==> src/rtl/bus_pkg.sv <==
// Shared definitions for the multiplexed address/data bus agents:
// transaction-phase state encoding, field widths and burst-size encoding.
package bus_pkg;

  localparam int unsigned ADDR_W  = 32;
  localparam int unsigned BURST_W = 8;
  localparam int unsigned BEATS_W = BURST_W + 1;

  typedef enum logic [2:0] {
    ST_IDLE  = 3'd0,
    ST_REQ   = 3'd1,
    ST_BEGIN = 3'd2,
    ST_WDATA = 3'd3,
    ST_WEND  = 3'd4,
    ST_RDATA = 3'd5,
    ST_DONE  = 3'd6
  } busState_t;

  // Bus carries the beat count minus one so a full 256-beat burst fits in 8 bits.
  function automatic logic [BURST_W-1:0] encodeBurst(input logic [BEATS_W-1:0] beats);
    logic [BEATS_W-1:0] minusOne;
    minusOne = beats - BEATS_W'(1);
    return minusOne[BURST_W-1:0];
  endfunction

endpackage

==> src/rtl/bus_timeout_counter.sv <==
// Response watchdog: load arms a countdown of TIMEOUT_CYCLES cycles, clear
// disarms it, expire is high in the last cycle of an uninterrupted countdown.
module bus_timeout_counter
  import bus_pkg::*;
#(
  parameter int unsigned TIMEOUT_CYCLES = 1024
) (
  input  logic clk_i,
  input  logic rst_ni,
  input  logic load_i,
  input  logic clear_i,
  output logic expire_o
);

  localparam int unsigned CNT_W = (TIMEOUT_CYCLES > 1) ? $clog2(TIMEOUT_CYCLES) : 1;
  localparam logic [CNT_W-1:0] LOAD_VAL = CNT_W'(TIMEOUT_CYCLES - 1);

  logic [CNT_W-1:0] remaining;
  logic             armed;

  // Countdown register: clear has priority, load restarts, otherwise tick down to zero.
  always_ff @(posedge clk_i or negedge rst_ni) begin
    if (!rst_ni) begin
      remaining <= '0;
      armed     <= 1'b0;
    end else if (clear_i) begin
      remaining <= '0;
      armed     <= 1'b0;
    end else if (load_i) begin
      remaining <= LOAD_VAL;
      armed     <= 1'b1;
    end else if (armed && (remaining != '0)) begin
      remaining <= remaining - CNT_W'(1);
    end
  end

  assign expire_o = armed && (remaining == '0);

endmodule

==> src/rtl/bus_master_port.sv <==
// Bus initiator: turns a command/data stream into arbitrated single or burst
// transactions on the shared multiplexed bus. All bus outputs are zero outside
// the phases this master owns so they can be wire-ORed with other agents.
module bus_master_port
  import bus_pkg::*;
#(
  parameter int unsigned TIMEOUT_CYCLES = 1024,
  parameter int unsigned MAX_BEATS      = 256
) (
  input  logic                 clk_i,
  input  logic                 rst_ni,
  input  logic                 cmd_valid_i,
  output logic                 cmd_ready_o,
  input  logic [ADDR_W-1:0]    cmd_addr_i,
  input  logic                 cmd_rnw_i,
  input  logic [BEATS_W-1:0]   cmd_beats_i,
  input  logic [3:0]           cmd_be_i,
  input  logic [31:0]          wdata_i,
  input  logic                 wdata_valid_i,
  output logic                 wdata_ready_o,
  output logic [31:0]          rdata_o,
  output logic                 rdata_valid_o,
  output logic                 done_o,
  output logic                 err_o,
  output logic                 request_o,
  input  logic                 grant_i,
  output logic                 beginTransaction_o,
  output logic                 endTransaction_o,
  output logic                 dataValid_o,
  output logic [ADDR_W-1:0]    addressData_o,
  output logic [3:0]           byteEnables_o,
  output logic                 readNotWrite_o,
  output logic [BURST_W-1:0]   burstSize_o,
  input  logic                 beginTransaction_i,
  input  logic                 endTransaction_i,
  input  logic                 dataValid_i,
  input  logic                 busy_i,
  input  logic                 busError_i,
  input  logic [ADDR_W-1:0]    addressData_i
);

  busState_t          state, stateNext;
  logic [ADDR_W-1:0]  addrQ;
  logic               rnwQ;
  logic [BEATS_W-1:0] beatsQ;
  logic [BEATS_W-1:0] remainQ;
  logic [3:0]         beQ;
  logic               errQ;
  logic [31:0]        rdataQ;
  logic               rdataValidQ;

  logic               cmdBad;
  logic               wAccept;
  logic               rBeat;
  logic               beatAccepted;
  logic               tmoExpire;
  logic               timeoutHit;
  logic               abortNow;
  logic [BEATS_W-1:0] rRemainAfter;
  logic               unusedBusIn;

  // Only one master on this bus, so another agent's begin strobe carries no information here.
  assign unusedBusIn = beginTransaction_i;

  assign cmdBad       = (cmd_beats_i == '0) || (32'(cmd_beats_i) > MAX_BEATS);
  assign wAccept      = (state == ST_WDATA) && wdata_valid_i && !busy_i;
  assign rBeat        = (state == ST_RDATA) && dataValid_i && (remainQ != '0);
  assign beatAccepted = wAccept || rBeat;
  // A beat landing in the expiry cycle counts as a response, not a timeout.
  assign timeoutHit   = tmoExpire && !beatAccepted;
  assign abortNow     = busError_i || timeoutHit;
  assign rRemainAfter = remainQ - BEATS_W'(rBeat);

  bus_timeout_counter #(
    .TIMEOUT_CYCLES(TIMEOUT_CYCLES)
  ) uTimeout (
    .clk_i    (clk_i),
    .rst_ni   (rst_ni),
    .load_i   ((state == ST_BEGIN) || beatAccepted),
    .clear_i  (!((state == ST_BEGIN) || (state == ST_WDATA) || (state == ST_RDATA))),
    .expire_o (tmoExpire)
  );

  // Transaction phase sequencing.
  always_comb begin
    stateNext = state;
    case (state)
      ST_IDLE:  if (cmd_valid_i) stateNext = cmdBad ? ST_DONE : ST_REQ;
      ST_REQ:   if (grant_i) stateNext = ST_BEGIN;
      ST_BEGIN: begin
        if (busError_i)  stateNext = ST_DONE;
        else if (rnwQ)   stateNext = ST_RDATA;
        else             stateNext = ST_WDATA;
      end
      // Write aborts still close the transaction with an end strobe.
      ST_WDATA: begin
        if (abortNow)                                  stateNext = ST_WEND;
        else if (wAccept && (remainQ == BEATS_W'(1)))  stateNext = ST_WEND;
      end
      ST_WEND:  stateNext = ST_DONE;
      ST_RDATA: if (abortNow || endTransaction_i) stateNext = ST_DONE;
      ST_DONE:  stateNext = ST_IDLE;
      default:  stateNext = ST_IDLE;
    endcase
  end

  // Phase register; async reset returns to IDLE so every bus output drops at once.
  always_ff @(posedge clk_i or negedge rst_ni) begin
    if (!rst_ni) state <= ST_IDLE;
    else         state <= stateNext;
  end

  // Command latch, beat counter and sticky error flag.
  always_ff @(posedge clk_i or negedge rst_ni) begin
    if (!rst_ni) begin
      addrQ   <= '0;
      rnwQ    <= 1'b0;
      beatsQ  <= '0;
      remainQ <= '0;
      beQ     <= '0;
      errQ    <= 1'b0;
    end else begin
      case (state)
        ST_IDLE: begin
          if (cmd_valid_i) begin
            addrQ   <= cmd_addr_i;
            rnwQ    <= cmd_rnw_i;
            beatsQ  <= cmd_beats_i;
            remainQ <= cmd_beats_i;
            beQ     <= cmd_be_i;
            errQ    <= cmdBad;
          end
        end
        ST_BEGIN: if (busError_i) errQ <= 1'b1;
        ST_WDATA: begin
          if (wAccept)  remainQ <= remainQ - BEATS_W'(1);
          if (abortNow) errQ    <= 1'b1;
        end
        ST_RDATA: begin
          remainQ <= rRemainAfter;
          if (dataValid_i && (remainQ == '0))              errQ <= 1'b1;
          if (abortNow)                                    errQ <= 1'b1;
          if (endTransaction_i && (rRemainAfter != '0))    errQ <= 1'b1;
        end
        default: ;
      endcase
    end
  end

  // Read capture: one-cycle-latency strobe per accepted beat, extras dropped.
  always_ff @(posedge clk_i or negedge rst_ni) begin
    if (!rst_ni) begin
      rdataQ      <= '0;
      rdataValidQ <= 1'b0;
    end else begin
      rdataValidQ <= rBeat;
      if (rBeat) rdataQ <= addressData_i;
    end
  end

  // Bus drive: each field is non-zero only in the phase this master owns.
  always_comb begin
    request_o          = 1'b0;
    beginTransaction_o = 1'b0;
    endTransaction_o   = 1'b0;
    dataValid_o        = 1'b0;
    addressData_o      = '0;
    byteEnables_o      = '0;
    readNotWrite_o     = 1'b0;
    burstSize_o        = '0;
    wdata_ready_o      = 1'b0;
    case (state)
      ST_REQ:   request_o = 1'b1;
      ST_BEGIN: begin
        request_o          = 1'b1;
        beginTransaction_o = 1'b1;
        addressData_o      = addrQ;
        readNotWrite_o     = rnwQ;
        byteEnables_o      = beQ;
        burstSize_o        = encodeBurst(beatsQ);
      end
      ST_WDATA: begin
        request_o = 1'b1;
        if (wdata_valid_i) begin
          dataValid_o   = 1'b1;
          addressData_o = wdata_i;
          wdata_ready_o = !busy_i;
        end
      end
      ST_WEND: begin
        request_o        = 1'b1;
        endTransaction_o = 1'b1;
      end
      ST_RDATA: request_o = 1'b1;
      default: ;
    endcase
  end

  assign cmd_ready_o   = rst_ni && (state == ST_IDLE);
  assign rdata_o       = rdataQ;
  assign rdata_valid_o = rdataValidQ;
  assign done_o        = (state == ST_DONE);
  assign err_o         = (state == ST_DONE) && errQ;

endmodule

==> config.mk <==
export PLATFORM = sky130hd
export DESIGN_NAME = bus_master_port
export DESIGN_NICKNAME = d
export VERILOG_FILES = /design/src/rtl/bus_pkg.sv /design/src/rtl/bus_timeout_counter.sv /design/src/rtl/bus_master_port.sv
export SDC_FILE = /design/constraint.sdc
export NUM_CORES = 1
export LEC_CHECK = 0
export ABC_AREA = 1
export CAP_MARGIN = 20
export CORE_MARGIN = 2
export CORE_UTILIZATION = 41
export CTS_CLUSTER_SIZE = 10
export DETAILED_ROUTE_END_ITERATION = 12
export PLACE_DENSITY = 0.78
export SYNTH_ARGS = -nofsm -noshare
export SYNTH_HDL_FRONTEND = slang
export SYNTH_SLANG_ARGS = --single-unit
==> constraint.sdc <==
create_clock -name clk_i -period 2.4 [get_ports clk_i]
set_input_delay 0.36 -clock clk_i [delete_from_list [all_inputs] [get_ports clk_i]]
set_output_delay 0.36 -clock clk_i [all_outputs]
set_load 0.05 [all_outputs]
==> impl_summary.md <==
Cells and area
Compared with the post-synthesis result, the final layout area differs by 60.0%. At the end of the flow, the number of nets in the layout was 1048. The design area is around 0.009 sq mm.

In the final layout, the share of cells above drive strength 1 is 22.9%. The filler-free cell count of the finished design is 1099. The antenna diode instance count is 0.

Logic synthesis
Sequential elements use 45.5% of the synthesized area. The post-synthesis async set-or-reset flop share is 100%. The dominant cell type by area after synthesis is dfrtp_1. The most common flop cell mapped by yosys is dfrtp_1. After synthesis, the cell types taking the most area are dfrtp_1, nand2_1, mux2_2.

Dividing the synthesized area by the synthesized cell count gives 8.04 sq um. The number of enable-type register cells in the synthesized netlist is 0. Yosys mapped the design onto 42 distinct sky130hd cell types. Summing every instance area after synthesis gives 0.00560 sq mm. Synthesis inferred 102 register bits.

In the synthesized netlist, the number of instances is approximately 700. Yosys printed 0 warnings. The proportion of netlist area held by the largest area contributor is 45.5%. The net count after synthesis is a little over 800.

Worst setup path
The type of the worst setup path is reg -> out. The data arrival time of the critical path is 1940 ps. The worst setup path is launched from a register. For the worst setup path, the data required time is 2040 ps.

The maximum fanout encountered on the critical timing path is 13. The worst setup path is captured at a primary output.

Global routing
Summed over all layers, the global routing overflow is 0. The via count of the first global-routing pass came to 5439. The first global-routing pass estimated ~27000 microns of wire. The maximum number of pins on one net before global-route repair is slightly above 100. The total global-route track usage is 23.6%. The initial antenna violation count was 0.

Timing
At the pin with the least slew margin, the transition time is 562 ps. The number of hold violations in the final report is 0. The worst slew margin relative to its limit is 62.4%.

The largest clock skew in the final design is 7.08 ps. The aggregate negative setup slack is 0 ps. The final setup violation count is 0. For the finished layout, the period the worst path requires is 2300 ps. The max-slew violation total from the final report was 0. The ratio of final minimum period to clock period is 95.8%. Setup repair after global routing left no endpoint under its margin. Timing would allow up to ~0.44 GHz. The final worst hold slack is between 50 and 60 ps.

Detailed routing
The average wire per standard cell is ~15 microns. The detailed router placed 5488 vias in this run. The total length of routed wires is 16900 microns.

For this run, design rule violations remaining after detail routing come to 0. The count of antenna-violating nets left after detailed routing is 0. After the first detailed-routing iteration, the DRC count stood at 290.

The first TritonRoute pass finished after 5 iterations. The average vias per placed instance is around 5.

Placed design
The instance area at placement is 0.00854 sq mm. The number of buffers added on ports is 204. After detailed placement, the design holds a cell count of 1073. The final weighted congestion in routability-driven placement is 0.878. The HPWL after detailed placement is 12300 microns.

Clock tree
The post-CTS clock slew at the launch and capture registers of the worst setup and hold paths is 60 ps. The CTS sink count is 102. The maximum number of buffers from clock root to sink is 2.

At the later pin of the worst-skew pair, clock insertion delay measures between 300 and 400 ps. In this run, CTS created clock tree buffers numbering 9. The clock tree from TritonCTS is done.

The H-tree depth is 3. The clock root buffer master is clkbuf_16.

Job
Across the run, the number of max-cap violations was 0.

Power and ir drop
The power per cell area is 1310 mW/mm^2. The peak supply drop is 1.02 mV. Summed over all cells, the static leakage comes to about 4 nW.

Worst hold path
The tightest min-delay check is of the in -> async type.

Run status
The flow ran to the end, and the final reports show no timing, DRC or antenna violations.

Floorplanning
The die is between 100 and 150 microns tall. Measured along the x axis, the die boundary spans 121 microns. The area enclosed by the die boundary is approximately 0.015 sq mm.

The initial utilization of the core area, before any placement, comes to 42.2%. The placeable core region is 0.0133 sq mm. The row count is 42. The number of I/O pins is around 210.
==> cells in the mapped netlist (3+ instances only) <==
| library cell | n |
|---|---|
| dfrtp_1 | 102 |
| inv_2 | 11 |
| o22ai_2 | 6 |
| nand2_2 | 5 |
| a21oi_1 | 49 |
| buf_2 | 13 |
| ha_1 | 10 |
| mux2_2 | 31 |
| nor2_1 | 54 |
| nand2_4 | 3 |
| xor2_1 | 9 |
| nand2_1 | 223 |
| nand4_1 | 9 |
| o21ai_0 | 18 |
| nand3_1 | 32 |
| clkbuf_1 | 11 |
| inv_1 | 60 |
| o21ai_1 | 18 |
| nor3_1 | 4 |
==> final cells by class <==
| class | instances | area (sq um) |
|---|---|---|
| fillers | 1057 | 4330 |
| clock buffers | 11 | 243 |
| repair buffers | 235 | 2800 |
| well taps | 176 | 220 |
| inverters | 73 | 275 |
| multi-input cells | 497 | 2810 |
| clock inverters | 5 | 57.6 |
| flip-flops and latches | 102 | 2560 |
==> where the power goes <==
| part | total (mW) | switching [mW] | leakage (nW) | internal [mW] |
|---|---|---|---|---|
| sequential | 3.07 | 0.510 | 1.25 | 2.56 |
| clock | 1.50 | 0.656 | 0.150 | 0.840 |
| combinational | 7.17 | 4.38 | 2.61 | 2.78 |
==> worst paths after layout <==
path                        startpoint               end  slack [ps]  cells after the start
setup / recovery              state[2]  addressData_o[6]         100                      7
hold / removal                  rst_ni          addrQ[1]          60                      2
setup reg to reg            remainQ[1]              errQ         170                     18
hold reg to reg            rdata_o[17]       rdata_o[17]         480                      2
max in group asynchronous       rst_ni        remainQ[2]        1850                      2
min in group clk_i         rdata_o[17]       rdata_o[17]         480                      2
==> placed cells by master (no fill, tap or decap), types with 2 or more instances in the layout <==
master / instances
nand2_1: 222
nand2_4: 3
nand3_4: 2
clkbuf_16: 9
clkdlybuf4s50_1: 151
nor2_4: 5
buf_12: 52
mux2_2: 31
a21oi_1: 18
a21oi_2: 31
ha_2: 3
nand3_1: 32
nor2_1: 52
dfrtp_2: 3
dfrtp_1: 99
ha_1: 7
xor2_1: 9
buf_6: 3
o21ai_2: 2
nand4_1: 9
nand2_2: 6
inv_2: 13
o21ai_0: 17
nor3_1: 3
o21ai_1: 19
clkinv_2: 3
o22ai_2: 6
o211ai_4: 2
inv_1: 58
a22oi_1: 2
buf_4: 29
==> layer usage <==
layer	track usage, %	part of all wire (%)	routed length, microns
met4	8.36	2.4	406
met1	28.8	41	6930
met2	39.6	48	8170
met5	0	0	0
met3	7.00	8.2	1380
==> stage by stage <==
step | total power, mW | utilization [%] | setup slack [ps]
floorplan | 7.59 | - | 25.0
global route | 12.5 | 67.4 | 0.833
finish | 11.7 | 67.4 | 101
CTS | 11.6 | 66.6 | -13.9
detailed placement | 10.1 | 64.3 | -46.7
global placement | 9.96 | 64.3 | -19.8
==> registers in the layout (all words and copies together) (netlist names) <==
signal,cells
beQ,4
state,3
rdata_o,32
addrQ,32
uTimeout.remaining,10
rnwQ,1
uTimeout.armed,1
beatsQ,8
remainQ,9
errQ,1
rdata_valid_o,1
==> critical path, cell delays in order, from the launching register on <==
cell and delay (ps):
dfrtp_1 450, inv_2 170, nand3_1 140, inv_2 90
buf_4 230, nand2_1 90, a21oi_1 250, buf_12 170
==> kinds of logic (layout without fill, tap and decap cells) <==
logic type               Yosys count  after routing  synth area share (%)
AO/OA/AOI/OAI                    106            106                  11.5
XOR/XNOR                           9              9                  1.41
buffers and inverters             98            324                  7.01
AND/OR/NAND/NOR                  340            340                  25.9
flip-flops                       102            102                  45.5
multiplexers                      32             32                  6.43
adder cells (fa/ha/maj)           10             10                  2.23
==> timing repair <==
item / in CTS / in global routing
resized for setup: 4 / 14
setup buffers: 0 / 10
hold buffers: 0 / 0
cloned: 0 / 0
setup endpoints to repair: 7 / 39
pin swaps: 0 / 2
No activity file was read; power rests on OpenSTA's default activity.
